--- src/rtl/muldiv_unit.sv ---
// rtl/muldiv_unit.sv - iterative multiply/divide unit with tag sideband
// Shift-add multiply and restoring divide on magnitudes, one bit per cycle.
module muldiv_unit #(
  parameter int XLEN  = 32,
  parameter int TAG_W = 5
) (
  input  logic             clk,
  input  logic             rst_n,
  input  logic             in_valid,
  output logic             in_ready,
  input  logic [2:0]       op,
  input  logic [XLEN-1:0]  a,
  input  logic [XLEN-1:0]  b,
  input  logic [TAG_W-1:0] tag_in,
  input  logic             flush,
  output logic             out_valid,
  input  logic             out_ready,
  output logic [XLEN-1:0]  result,
  output logic [TAG_W-1:0] tag_out
);

  localparam int CNT_W = $clog2(XLEN) + 1;
  localparam logic [XLEN-1:0] MIN_NEG = {1'b1, {(XLEN-1){1'b0}}};

  typedef enum logic [1:0] {IDLE, BUSY, DONE} state_t;

  state_t            state;
  logic [CNT_W-1:0]  cnt;
  logic [2:0]        op_q;
  logic [XLEN-1:0]   mag_b;
  logic [2*XLEN-1:0] acc;
  logic              neg_q;
  logic              sign_a;
  logic [TAG_W-1:0]  tag_q;

  assign in_ready = (state == IDLE) && !flush;

  logic            a_signed, b_signed, sa, sb;
  logic [XLEN-1:0] abs_a, abs_b;
  logic            div_zero, div_ovf;
  logic [XLEN-1:0] fast_res;

  assign a_signed = (op == 3'b001) || (op == 3'b010) || (op == 3'b100) || (op == 3'b110);
  assign b_signed = (op == 3'b001) || (op == 3'b100) || (op == 3'b110);
  assign sa       = a_signed && a[XLEN-1];
  assign sb       = b_signed && b[XLEN-1];
  assign abs_a    = sa ? -a : a;
  assign abs_b    = sb ? -b : b;
  assign div_zero = op[2] && (b == '0);
  assign div_ovf  = op[2] && !op[0] && (a == MIN_NEG) && (b == '1);
  // op[1] separates REM/REMU from DIV/DIVU on the divide side
  assign fast_res = div_zero ? (op[1] ? a : '1) : (op[1] ? '0 : a);

  // One iteration of each algorithm; acc holds {partial, multiplier/quotient}
  logic [XLEN:0]     mul_sum, div_sh, div_diff;
  logic [2*XLEN-1:0] mul_nx, div_nx, acc_nx, mul_fix;
  logic [XLEN-1:0]   q_raw, r_raw, q_fix, r_fix, final_res;

  assign mul_sum  = {1'b0, acc[2*XLEN-1:XLEN]} + {1'b0, (acc[0] ? mag_b : '0)};
  assign mul_nx   = {mul_sum, acc[XLEN-1:1]};
  assign div_sh   = {acc[2*XLEN-1:XLEN], acc[XLEN-1]};
  assign div_diff = div_sh - {1'b0, mag_b};
  assign div_nx   = div_diff[XLEN] ? {div_sh[XLEN-1:0], acc[XLEN-2:0], 1'b0}
                                   : {div_diff[XLEN-1:0], acc[XLEN-2:0], 1'b1};
  assign acc_nx   = op_q[2] ? div_nx : mul_nx;

  assign mul_fix  = neg_q ? -acc_nx : acc_nx;
  assign q_raw    = acc_nx[XLEN-1:0];
  assign r_raw    = acc_nx[2*XLEN-1:XLEN];
  assign q_fix    = neg_q ? -q_raw : q_raw;
  assign r_fix    = sign_a ? -r_raw : r_raw;
  assign final_res = op_q[2] ? (op_q[1] ? r_fix : q_fix)
                             : ((op_q[1:0] == 2'b00) ? mul_fix[XLEN-1:0] : mul_fix[2*XLEN-1:XLEN]);

  always_ff @(posedge clk or negedge rst_n) begin
    if (!rst_n) begin
      state     <= IDLE;
      cnt       <= '0;
      op_q      <= '0;
      mag_b     <= '0;
      acc       <= '0;
      neg_q     <= 1'b0;
      sign_a    <= 1'b0;
      tag_q     <= '0;
      out_valid <= 1'b0;
      result    <= '0;
      tag_out   <= '0;
    end else if (flush) begin
      state     <= IDLE;
      cnt       <= '0;
      out_valid <= 1'b0;
    end else begin
      case (state)
        IDLE: begin
          if (in_valid) begin
            op_q   <= op;
            tag_q  <= tag_in;
            neg_q  <= sa ^ sb;
            sign_a <= sa;
            mag_b  <= abs_b;
            acc    <= {{XLEN{1'b0}}, abs_a};
            cnt    <= '0;
            if (div_zero || div_ovf) begin
              result    <= fast_res;
              tag_out   <= tag_in;
              out_valid <= 1'b1;
              state     <= DONE;
            end else begin
              state <= BUSY;
            end
          end
        end
        BUSY: begin
          acc <= acc_nx;
          cnt <= cnt + 1'b1;
          if (cnt == CNT_W'(XLEN - 1)) begin
            result    <= final_res;
            tag_out   <= tag_q;
            out_valid <= 1'b1;
            state     <= DONE;
          end
        end
        DONE: begin
          if (out_ready) begin
            out_valid <= 1'b0;
            state     <= IDLE;
          end
        end
        default: state <= IDLE;
      endcase
    end
  end

endmodule

--- config.mk ---
export PLATFORM = sky130hd
export DESIGN_NAME = muldiv_unit
export DESIGN_NICKNAME = d
export VERILOG_FILES = /design/src/rtl/muldiv_unit.sv
export SDC_FILE = /design/constraint.sdc
export NUM_CORES = 1
export LEC_CHECK = 0
export BUFFER_PORTS_ARGS = -buffer_cell sky130_fd_sc_hd__buf_4
export CAP_MARGIN = 20
export CORE_UTILIZATION = 53
export DETAILED_ROUTE_END_ITERATION = 7
export MAX_ROUTING_LAYER = met4
export PLACE_DENSITY = 0.74
export SLEW_MARGIN = 20
export SYNTH_ARGS = -nofsm -noshare
export SYNTH_HDL_FRONTEND = slang
export SYNTH_SLANG_ARGS = --single-unit
export TNS_END_PERCENT = 30
--- constraint.sdc ---
create_clock -name clk -period 5.8 [get_ports clk]
set_clock_uncertainty 0.05 [all_clocks]
set_input_delay 0.29 -clock clk [delete_from_list [all_inputs] [get_ports clk]]
set_output_delay 0.29 -clock clk [all_outputs]
set_load 0.03 [all_outputs]
==> Yosys cells after proc, flatten, opt, wreduce, memory -nomap -nowiden <==
Index checks and enable logic that the tools add are counted.
W data, S select, Z words.
{ "word_totals": {"inputBits": 77, "regBits": 152, "wordCells": 103, "output_inout_bits": 39} }
{ "op_classes": {"add_sub_neg": 8, "reduce_logical": 27, "n_mux": 39, "eq_ne": 16, "bitwise": 2} }
{ "op_table": {"columns": ["cell", "n"], "rows": [
  ["$mux W32", 14],
  ["$mux W64", 4],
  ["$neg A32 Y32", 4],
  ["$pmux W64 S2", 1],
  ["$eq A32 B32 Y1 const B", 2],
  ["$neg A64 Y64", 1],
  ["$pmux W32 S2", 1],
  ["$add A32 B32 Y33", 1],
  ["$sub A33 B32 Y33", 1],
  ["$logic_not A32 Y1", 1],
  ["$mux W5", 3],
  ["$mux W6", 2],
  ["$pmux W6 S2", 1],
  ["$mux W2", 5],
  ["$pmux W5 S2", 1],
  ["$reduce_and A5 Y1", 2],
  ["$ne A3 B3 Y1 const B", 3],
  ["$reduce_and A3 Y1", 3],
  ["$logic_and A1 B1 Y1", 7],
  ["$add A6 B1 Y6 const B", 1],
  ["$eq A3 B3 Y1 const B", 2],
  ["$eq A6 B5 Y1 const B", 1],
  ["$logic_or A1 B1 Y1", 6],
  ["$pmux W2 S3", 1],
  ["17 further kinds", 24]
]} }

==> Longest topological paths before layout <==
Gate-level depths: netlist (run 1).
{ "depth": {"word_depth": 9, "depth_mapped": 27, "mapped_depth_nobuf": 24} }

==> Worst setup path before layout (run 1) <==
No wires, ideal clock.
{ "synth_timing": {"kind": "reg2reg", "from": "register mag_b[0]", "to": "register result[30]", "period_less_slack_ps": 5659, "setup_ps": 130, "required_ps": 5620, "stages_incl_launch_ff": 27, "arrival_ps": 5478, "path_buffers": 4, "setup_slack_ps": 141, "cell_sequence": "dfrtp_1 ha_1 fa_1 nor2b_4 o31ai_2 a221oi_4 a21oi_4 o21a_1 buf_6 xnor2_4 buf_6 buf_2 clkbuf_1 nand2_1 o21ai_0 a21o_1 ha_1 inv_1 nor4b_1 nand2_1 o311ai_0 a22oi_1 nand3b_1 or3_1 o2111a_1 a2111oi_2 a21oi_1"} }
{ "synth_between": {"elab_chain_len": 9, "word_cells_on_any_way": 16, "cone_classes": "5 x add/sub; 11 x mux"} }
{ "synth_lines": {"columns": ["element", "line_no", "source"], "rows": [
  ["start: declaration", "30", "logic [XLEN-1:0] mag_b;"],
  ["start signal: assignment", "100", "mag_b <= abs_b;"],
  ["$sub A33 B32 Y33 or $mux W32 (tied branches)", "62, 59", null],
  ["$mux W64 or $add A32 B32 Y33 (tied branches)", "63, 59", null],
  ["$mux W64 (*)", "65", "assign acc_nx = op_q[2] ? div_nx : mul_nx;"],
  ["$neg A64 Y64, or another cell as far along", "67", "assign mul_fix = neg_q ? -acc_nx : acc_nx;"],
  ["$mux W64, or another cell as far along", "67", null],
  ["$mux W32 (on tied branches)", "73, 72", null],
  ["$mux W32 (*)", "72", "assign final_res = op_q[2] ? (op_q[1] ? r_fix : q_fix)"],
  ["$mux W32 (*)", "116", "if (cnt == CNT_W'(XLEN - 1)) begin"],
  ["$pmux W32 S2 (*)", "93", "case (state)"],
  ["end signal: assignment", "104", "result <= fast_res;"],
  ["end signal: assignment", "117", "result <= final_res;"],
  ["end: declaration", "18", "output logic [XLEN-1:0] result,"]
]} }
Mark *: on every way between the ends. The rest lies on a longest branch, timed or not. The select of a mux whose other input is x is not followed.
A chain may end at the register's enable or synchronous reset.

==> Worst setup path in the final report (run 1) <==
{ "layout_timing": {"from": "register acc[0]", "to": "register result[26]"} }
{ "layout_between": {"elab_chain_len": 9, "word_cells_on_any_way": 15, "cone_classes": "4 x add/sub; 11 x mux"} }
{ "layout_lines": {"columns": ["element", "line_no", "source"], "rows": [
  ["start: declaration", "31", "logic [2*XLEN-1:0] acc;"],
  ["start signal: assignment", "101", "acc <= {{XLEN{1'b0}}, abs_a};"],
  ["start signal: assignment", "114", "acc <= acc_nx;"],
  ["$mux W32", "59", "assign mul_sum = {1'b0, acc[2*XLEN-1:XLEN]} + {1'b0, (acc[0] ? mag_b : '0)};"],
  ["$add A32 B32 Y33", "59", null],
  ["$mux W64 (*)", "65", null],
  ["$neg A64 Y64 or $neg A32 Y32 (tied branches)", "67, 71", null],
  ["$mux W64 or $mux W32 (tied branches)", "67, 71", null],
  ["$mux W32 (on tied branches)", "73, 72", null],
  ["$mux W32 (*)", "72", null],
  ["$mux W32 (*)", "116", null],
  ["$pmux W32 S2 (*)", "93", null]
]} }
Marks and branches as above.

==> results of run 1 <==
==> kinds of logic after synthesis <==
| family | synth area share |
|---|---|
| AO/OA/AOI/OAI | 0.286 |
| adder cells (fa/ha/maj) | 0.0575 |
| flip-flops | 0.229 |
| buffers and inverters | 0.0516 |
| AND/OR/NAND/NOR | 0.233 |
| XOR/XNOR | 0.0951 |
| multiplexers | 0.0476 |
==> worst register-to-register path, delay by kind of cell, from the launching register on <==
family / cells / cell delay [ns]
buffers and inverters: 1 / 0.24
AO/OA/AOI/OAI: 7 / 1.94
flip-flops: 1 / 0.57
adder cells (fa/ha/maj): 2 / 0.72
AND/OR/NAND/NOR: 5 / 1.50
multiplexers: 2 / 0.35
==> worst paths after layout <==
path | start | endpoint | slack [ns] | depth (start not counted)
max in group asynchronous | rst_n | op_q[2]$_DFFE_PN0P_ | 4.11 | 3
hold / removal | tag_in[2] | tag_q[2]$_DFFE_PN0P_ | 0.03 | 2
setup reg to reg | acc[0]$_DFFE_PN0P_ | result[26]$_DFFE_PN0P_ | 0.27 | 17
min in group asynchronous | rst_n | result[11]$_DFFE_PN0P_ | 0.41 | 2
setup / recovery | acc[0]$_DFFE_PN0P_ | result[26]$_DFFE_PN0P_ | 0.27 | 17
hold reg to reg | result[5]$_DFFE_PN0P_ | result[5]$_DFFE_PN0P_ | 0.44 | 2
==> state kept, by name, summed over array words and instances, names as in the netlist <==
signal,cells
state,2
sign_a,1
tag_q,5
tag_out,5
neg_q,1
cnt,6
op_q,3
result,32
mag_b,32
acc,64
out_valid,1
==> routing by layer <==
metal	part of all wire	vias up
met5	0	-
met4	0.041	0
met3	0.13	176
met2	0.41	1210
met1	0.42	8826
li1	-	8405
==> synthesized netlist by cell type (14+ instances only) <==
| cell type | count | share of area |
|---|---|---|
| nand4_1 | 35 | 0.013 |
| clkbuf_1 | 99 | 0.022 |
| o31ai_1 | 36 | 0.016 |
| o21a_1 | 17 | 0.0077 |
| xnor2_1 | 118 | 0.062 |
| nand2_1 | 261 | 0.059 |
| a31oi_1 | 26 | 0.0098 |
| nor4_1 | 28 | 0.011 |
| o211ai_1 | 21 | 0.0095 |
| inv_1 | 73 | 0.017 |
| o21ai_0 | 220 | 0.066 |
| o221ai_1 | 16 | 0.0085 |
| or3_1 | 25 | 0.0094 |
| a221oi_1 | 14 | 0.0074 |
| and2_1 | 43 | 0.016 |
| mux2_2 | 15 | 0.010 |
| and3_1 | 14 | 0.0053 |
| a211oi_1 | 19 | 0.0086 |
| a21oi_1 | 198 | 0.060 |
| ha_1 | 73 | 0.055 |
| nor2_1 | 169 | 0.038 |
| a21o_1 | 22 | 0.010 |
| nor3_1 | 58 | 0.018 |
| a22o_1 | 23 | 0.012 |
| dfrtp_1 | 152 | 0.23 |
| nor2b_1 | 21 | 0.0079 |
| nand3_1 | 51 | 0.015 |
| mux2i_1 | 62 | 0.037 |
| xor2_1 | 57 | 0.030 |
==> metrics by stage <==
step / utilization / instance area, sq um / setup TNS, ns / hold slack (ns)
floorplan: - / 16600 / 0 / -0.0556
global placement: 0.596 / 18300 / 0 / 0.332
detailed placement: 0.596 / 18300 / 0 / 0.339
CTS: 0.616 / 18900 / 0 / 0.0144
finish: 0.620 / 19000 / 0 / 0.0252
global route: 0.620 / 19000 / -0.0633 / 0.0241
==> repair_timing <==
item,CTS,global route
resized for setup,0,16
hold buffers,1,0
endpoints found under the setup margin,0,18
buffers inserted,0,8
hold endpoints to repair,66,0
==> area by class of cell <==
type,instances,share of cell area
diodes,5,0.000658
clock buffers,17,0.0224
clock inverters,15,0.00914
inverters,76,0.0150
multi-input cells,1852,0.630
flip-flops and latches,152,0.200
well taps,396,0.0261
repair buffers,242,0.0960
==> run metrics, run 1 <==
status=finished, violations left; failing checks=design-rule violations; Post-route DRC=40; final critical-path required period=5.53 ns; Most Crowded Layer GR=met2; Setup CP Type=reg2reg; fillers=between 2k and 3k; DP Worst Slack=about 0.051 ns; Synth Instances=around 2.2k; WL/cell=roughly 26 um; # nets final=2493; Tot GR Track Use=0.456; met2 usage=0.624; final setup margin=around 0.27 ns; Final Hold Vio Count=0; CTS clock-pin slew for the worst setup and hold paths=0.08 ns; fin crit share=0.954; max incr delay on CP=approximately 0.67 ns; global-route wire length before repair=between 100000 and 150000 um; final setup fails=0; met1 Use GR=0.621; Initial Utilization=0.541; die area=between 30000 and 40000 sq um; total CTS buffers=17; vias in the first global route=roughly 17k; Worst Path Required=roughly 6.1 ns; Top FF cell, synth=dfrtp_1; DP Wirelength=approximately 55000 um; cell mode on critical path=mux2i_1; Root Driver=clkbuf_16; grt met3 use=0.147; Max clock buf depth=2; Worst Max-Slew Pin Slew=around 1 ns; share of cells above drive strength 1=0.154; largest net degree at the start of global routing=92; EDFF count, synth=0; die width=approximately 180 um; DRT iter0 DRCs=roughly 2.8k; max_cap viols=0; Seq/Total Area, Yosys=0.229; final slew viol count=0; initial antenna violation count=6; Cell Area, Synth=approximately 17000 sq um; worst-path cell chain=and2_1, ha_1, fa_1, a211oi_1, o21a_1, or3_1, nand3_1, a221oi_1, mux2i_1, o31ai_1, o221ai_2, or4_1, buf_4, or2_1, o41ai_2, mux2i_1, o211ai_1; Core ar.=slightly above 30000 sq um; Pre-antenna DRT Iters=8; htree depth=4; grt ovf=0; routability cong.=1.09; Worst Hold Class=in2reg; syn_area_per_cell=around 7.5 sq um; clock sink count=~150; synthesis-to-layout area growth=14.7%; FP Rows=64; I/O pins=~120; crit-path max FO=20; Syn Nets=between 2k and 2.5k; Non-Filler Instances=around 2.8k; multi-input combinational cell area=roughly 12000 sq um; post-synthesis register bit count=~150; delay-heaviest family, CP=compound AO/OA/AOI/OAI gates; CTS tree=built; Yosys Warn Count=0; final WL=roughly 70000 um; CP max-delay cell=or4_1; Distinct cells, synth=between 100 and 150; Placed Cells=about 2.7k; Fmax=roughly 180 MHz; most frequent cells in the layout=259 x nand2_1, 239 x buf_4, 220 x o21ai_0; vias post-DR=18.6k; Slew headroom=0.330; PortBufs=between 100 and 150; via/cell ratio=between 6 and 7; Chip Height=~180 um; CP Data Arrival Time=approximately 5.8 ns; clk_lat worst skew=around 0.47 ns; Async SR Flop Fraction=1.00; Critical path buffers and inverters=1; endpoint class of the critical path=flop; Worst Setup Start Kind=flop; commonest non-fill, non-tap cell in the layout=nand2_1; sequential cell area=between 3000 and 4000 sq um; Post-DRT Antenna Nets=0
Power of run 1 is not shown: default switching activity piles up to over one toggle a cycle in this logic, so the estimate is an artifact.
==> run 2: changes to the inputs <==
- ABC_AREA: not set -> 1
- RECOVER_POWER: not set -> 25
==> run metrics, run 2 <==
status=finished, violations left (unchanged); failing checks=max-capacitance violations, max-slew violations (was design-rule violations); vias post-DR=22.6k (was 18.6k); Synth top cells by count=1021 x nand2_1, 393 x inv_1, 292 x nor2_1 (was 261 x nand2_1, 220 x o21ai_0, 198 x a21oi_1); via/cell ratio=6.06 (was 6.76); fillers=3548 (was 2786); clk_lat worst skew=0.47 ns (about the same); Post-route DRC=0 (was 40); post-synthesis mux area share=0 (was 0.0476); final setup fails=0 (unchanged); Setup Fix Bufs, Post-CTS=0 (unchanged); cell with the most instances after synthesis=nand2_1 (unchanged); simple-gate share of the synthesized area=0.409 (was 0.233); Synth Instances=3207 (was 2209); Final Hold Vio Count=0 (unchanged); FP Rows=68 (was 64); Async SR Flop Fraction=1.00 (unchanged); grt met3 use=0.105 (was 0.147); Distinct cells, synth=57 (was 106); Regs by FF count=acc x64, mag_b x32, result x32 (unchanged); largest family of logic cells by synthesized area=simple AND/OR/NAND/NOR gates (was compound AO/OA/AOI/OAI gates); syn_area_per_cell=5.78 sq um (was 7.51 sq um); CTS resizes=0 (unchanged); final slew viol count=73 (was 0); grt ovf=0 (unchanged); clock sink count=152 (unchanged); Top FF cell, synth=dfrtp_1 (unchanged); Initial Utilization=0.538 (was 0.541); routability cong.=1.09 (about the same); Slew headroom=-1.11 (was 0.330); CP Data Arrival Time=5.29 ns (was 5.79 ns); die area=35700 sq um (was 32000 sq um); max incr delay on CP=0.45 ns (was 0.67 ns); final critical-path required period=4.98 ns (was 5.53 ns); Worst Path Required=6.11 ns (was 6.05 ns); I/O pins=116 (unchanged); total CTS buffers=17 (unchanged); PortBufs=115 (unchanged); hold buffers post-CTS=5 (was 1); top-area cell type share of the netlist area=0.207 (was 0.229); Max clock buf depth=2 (unchanged); max_cap viols=2 (was 0); Worst Hold Class=in2reg (unchanged); Post-DRT Antenna Nets=0 (unchanged); DRT iter0 DRCs=3033 (was 2835); Most Crowded Layer GR=met2 (unchanged); Fmax=201 MHz (was 181 MHz); RSZ-0062 raised after global routing=false; final WL=78800 um (was 70700 um); # nets final=3409 (was 2493); endpoint class of the critical path=flop (unchanged); Core ar.=34500 sq um (was 30700 sq um); htree depth=4 (unchanged); WL/cell=21.2 um (was 25.7 um); global-route wire length before repair=120000 um (was 105000 um); max reg flops=64 (unchanged); Chip Height=189 um (was 179 um); Compound-Gate Fraction of Synth Area=0.174 (was 0.286); synth top area cells=nand2_1 21%, dfrtp_1 21%, inv_1 8.0% (was dfrtp_1 23%, o21ai_0 6.6%, xnor2_1 6.2%); commonest non-fill, non-tap cell in the layout=nand2_1 (unchanged); vias in the first global route=20.7k (was 16.9k); Worst Max-Slew Pin Slew=3.16 ns (was 1.00 ns); Yosys Warn Count=0 (unchanged); Tot GR Track Use=0.454 (was 0.456); CP max-delay cell=dfrtp_1 (was or4_1); DP Wirelength=61900 um (was 54900 um); Setup CP Type=reg2reg (unchanged); CTS clock-pin slew for the worst setup and hold paths=0.08 ns (about the same); Setup TNS Final=0 ns (unchanged); most frequent cells in the layout=1019 x nand2_1, 389 x inv_1, 292 x nor2_1 (was 259 x nand2_1, 239 x buf_4, 220 x o21ai_0); met2 usage=0.646 (was 0.624); Post-Synth XOR/XNOR Area=0.0473 (was 0.0951); top cell type by total area after synthesis=nand2_1 (was dfrtp_1); CTS tree=built (unchanged); cell mode on critical path=nand2_1 (was mux2i_1); post-synthesis register bit count=152 (unchanged); Worst Setup Start Kind=flop (unchanged); Pre-antenna DRT Iters=8 (unchanged); synthesis-to-layout area growth=8.85% (was 14.7%); fin crit share=0.858 (was 0.954); Seq/Total Area, Yosys=0.205 (was 0.229); met1 Use GR=0.614 (was 0.621); largest net degree at the start of global routing=75 (was 92); crit-path max FO=11 (was 20); area share of fa/ha/maj cells after synthesis=0.0514 (was 0.0575); EDFF count, synth=0 (unchanged); Syn Nets=3359 (was 2361); Cell Area, Synth=18500 sq um (was 16600 sq um); die width=189 um (was 179 um); share of cells above drive strength 1=0.0807 (was 0.154); Root Driver=clkbuf_16 (unchanged); register bank with the most flops=acc (unchanged); initial antenna violation count=2 (was 6)
run 2: worst max-delay path: cells and delay by family, from the launching register on:
kind | cells | cell delay, ns
compound gates | 1 | 0.23
buf+inv | 3 | 0.38
flops | 1 | 0.45
fa+ha+maj | 2 | 0.63
simple gates | 29 | 3.11
run 2: area by class of cell:
| class | count | area [sq um] | area share |
|---|---|---|---|
| tap | 455 | 569 | 0.0282 |
| timing repair buffer | 153 | 1010 | 0.0502 |
| inverter | 407 | 1530 | 0.0757 |
| antenna | 1 | 2.50 | 0.000124 |
| clock inverter | 15 | 160 | 0.00794 |
| clock buffer | 17 | 425 | 0.0211 |
| multi-input combinational | 2526 | 12700 | 0.628 |
| sequential | 152 | 3810 | 0.189 |
run 2: final timing paths:
kind	from	to	slack, ns	cells past startpoint
worst max-delay path	acc[32]$_DFFE_PN0P_	result[30]$_DFFE_PN0P_	0.82	35
worst min-delay path	tag_in[2]	tag_q[2]$_DFFE_PN0P_	0.03	3
worst max register to register	acc[32]$_DFFE_PN0P_	result[30]$_DFFE_PN0P_	0.82	35
worst min register to register	result[5]$_DFFE_PN0P_	result[5]$_DFFE_PN0P_	0.43	2
max in group asynchronous	rst_n	result[1]$_DFFE_PN0P_	1.57	3
min in group asynchronous	rst_n	acc[56]$_DFFE_PN0P_	1.37	2
run 2: routing by layer:
layer / part of all wire / vias to the layer above / routed length (um)
met2: 0.41 / 1517 / 32600
li1: - / 10500 / -
met1: 0.41 / 10400 / 32600
met5: 0 / - / 0
met4: 0.045 / 0 / 3530
met3: 0.13 / 202 / 10100
run 2: per-stage QoR:
stage | std cells | area, sq um | hold WS (ns) | util | setup slack [ns]
global route | 3725 | 20200 | 0.0296 | 0.585 | 0.360
detailed placement | 3688 | 19700 | 0.220 | 0.571 | 1.02
CTS | 3725 | 20300 | 0.0178 | 0.590 | 0.943
global placement | 3688 | 19700 | 0.209 | 0.571 | 1.15
floorplan | 3207 | 18500 | -0.0556 | - | 1.76
finish | 3726 | 20200 | 0.0280 | 0.585 | 0.823
run 2: cells by family after synthesis:
| family | after synthesis |
|---|---|
| xor gates and xnor gates | 100 |
| and+or+nand+nor | 1770 |
| buffers and inverters | 529 |
| adders and majority gates | 75 |
| DFF | 152 |
| AOI/OAI and AO/OA | 581 |
Power of run 2 is left out for the same reason.
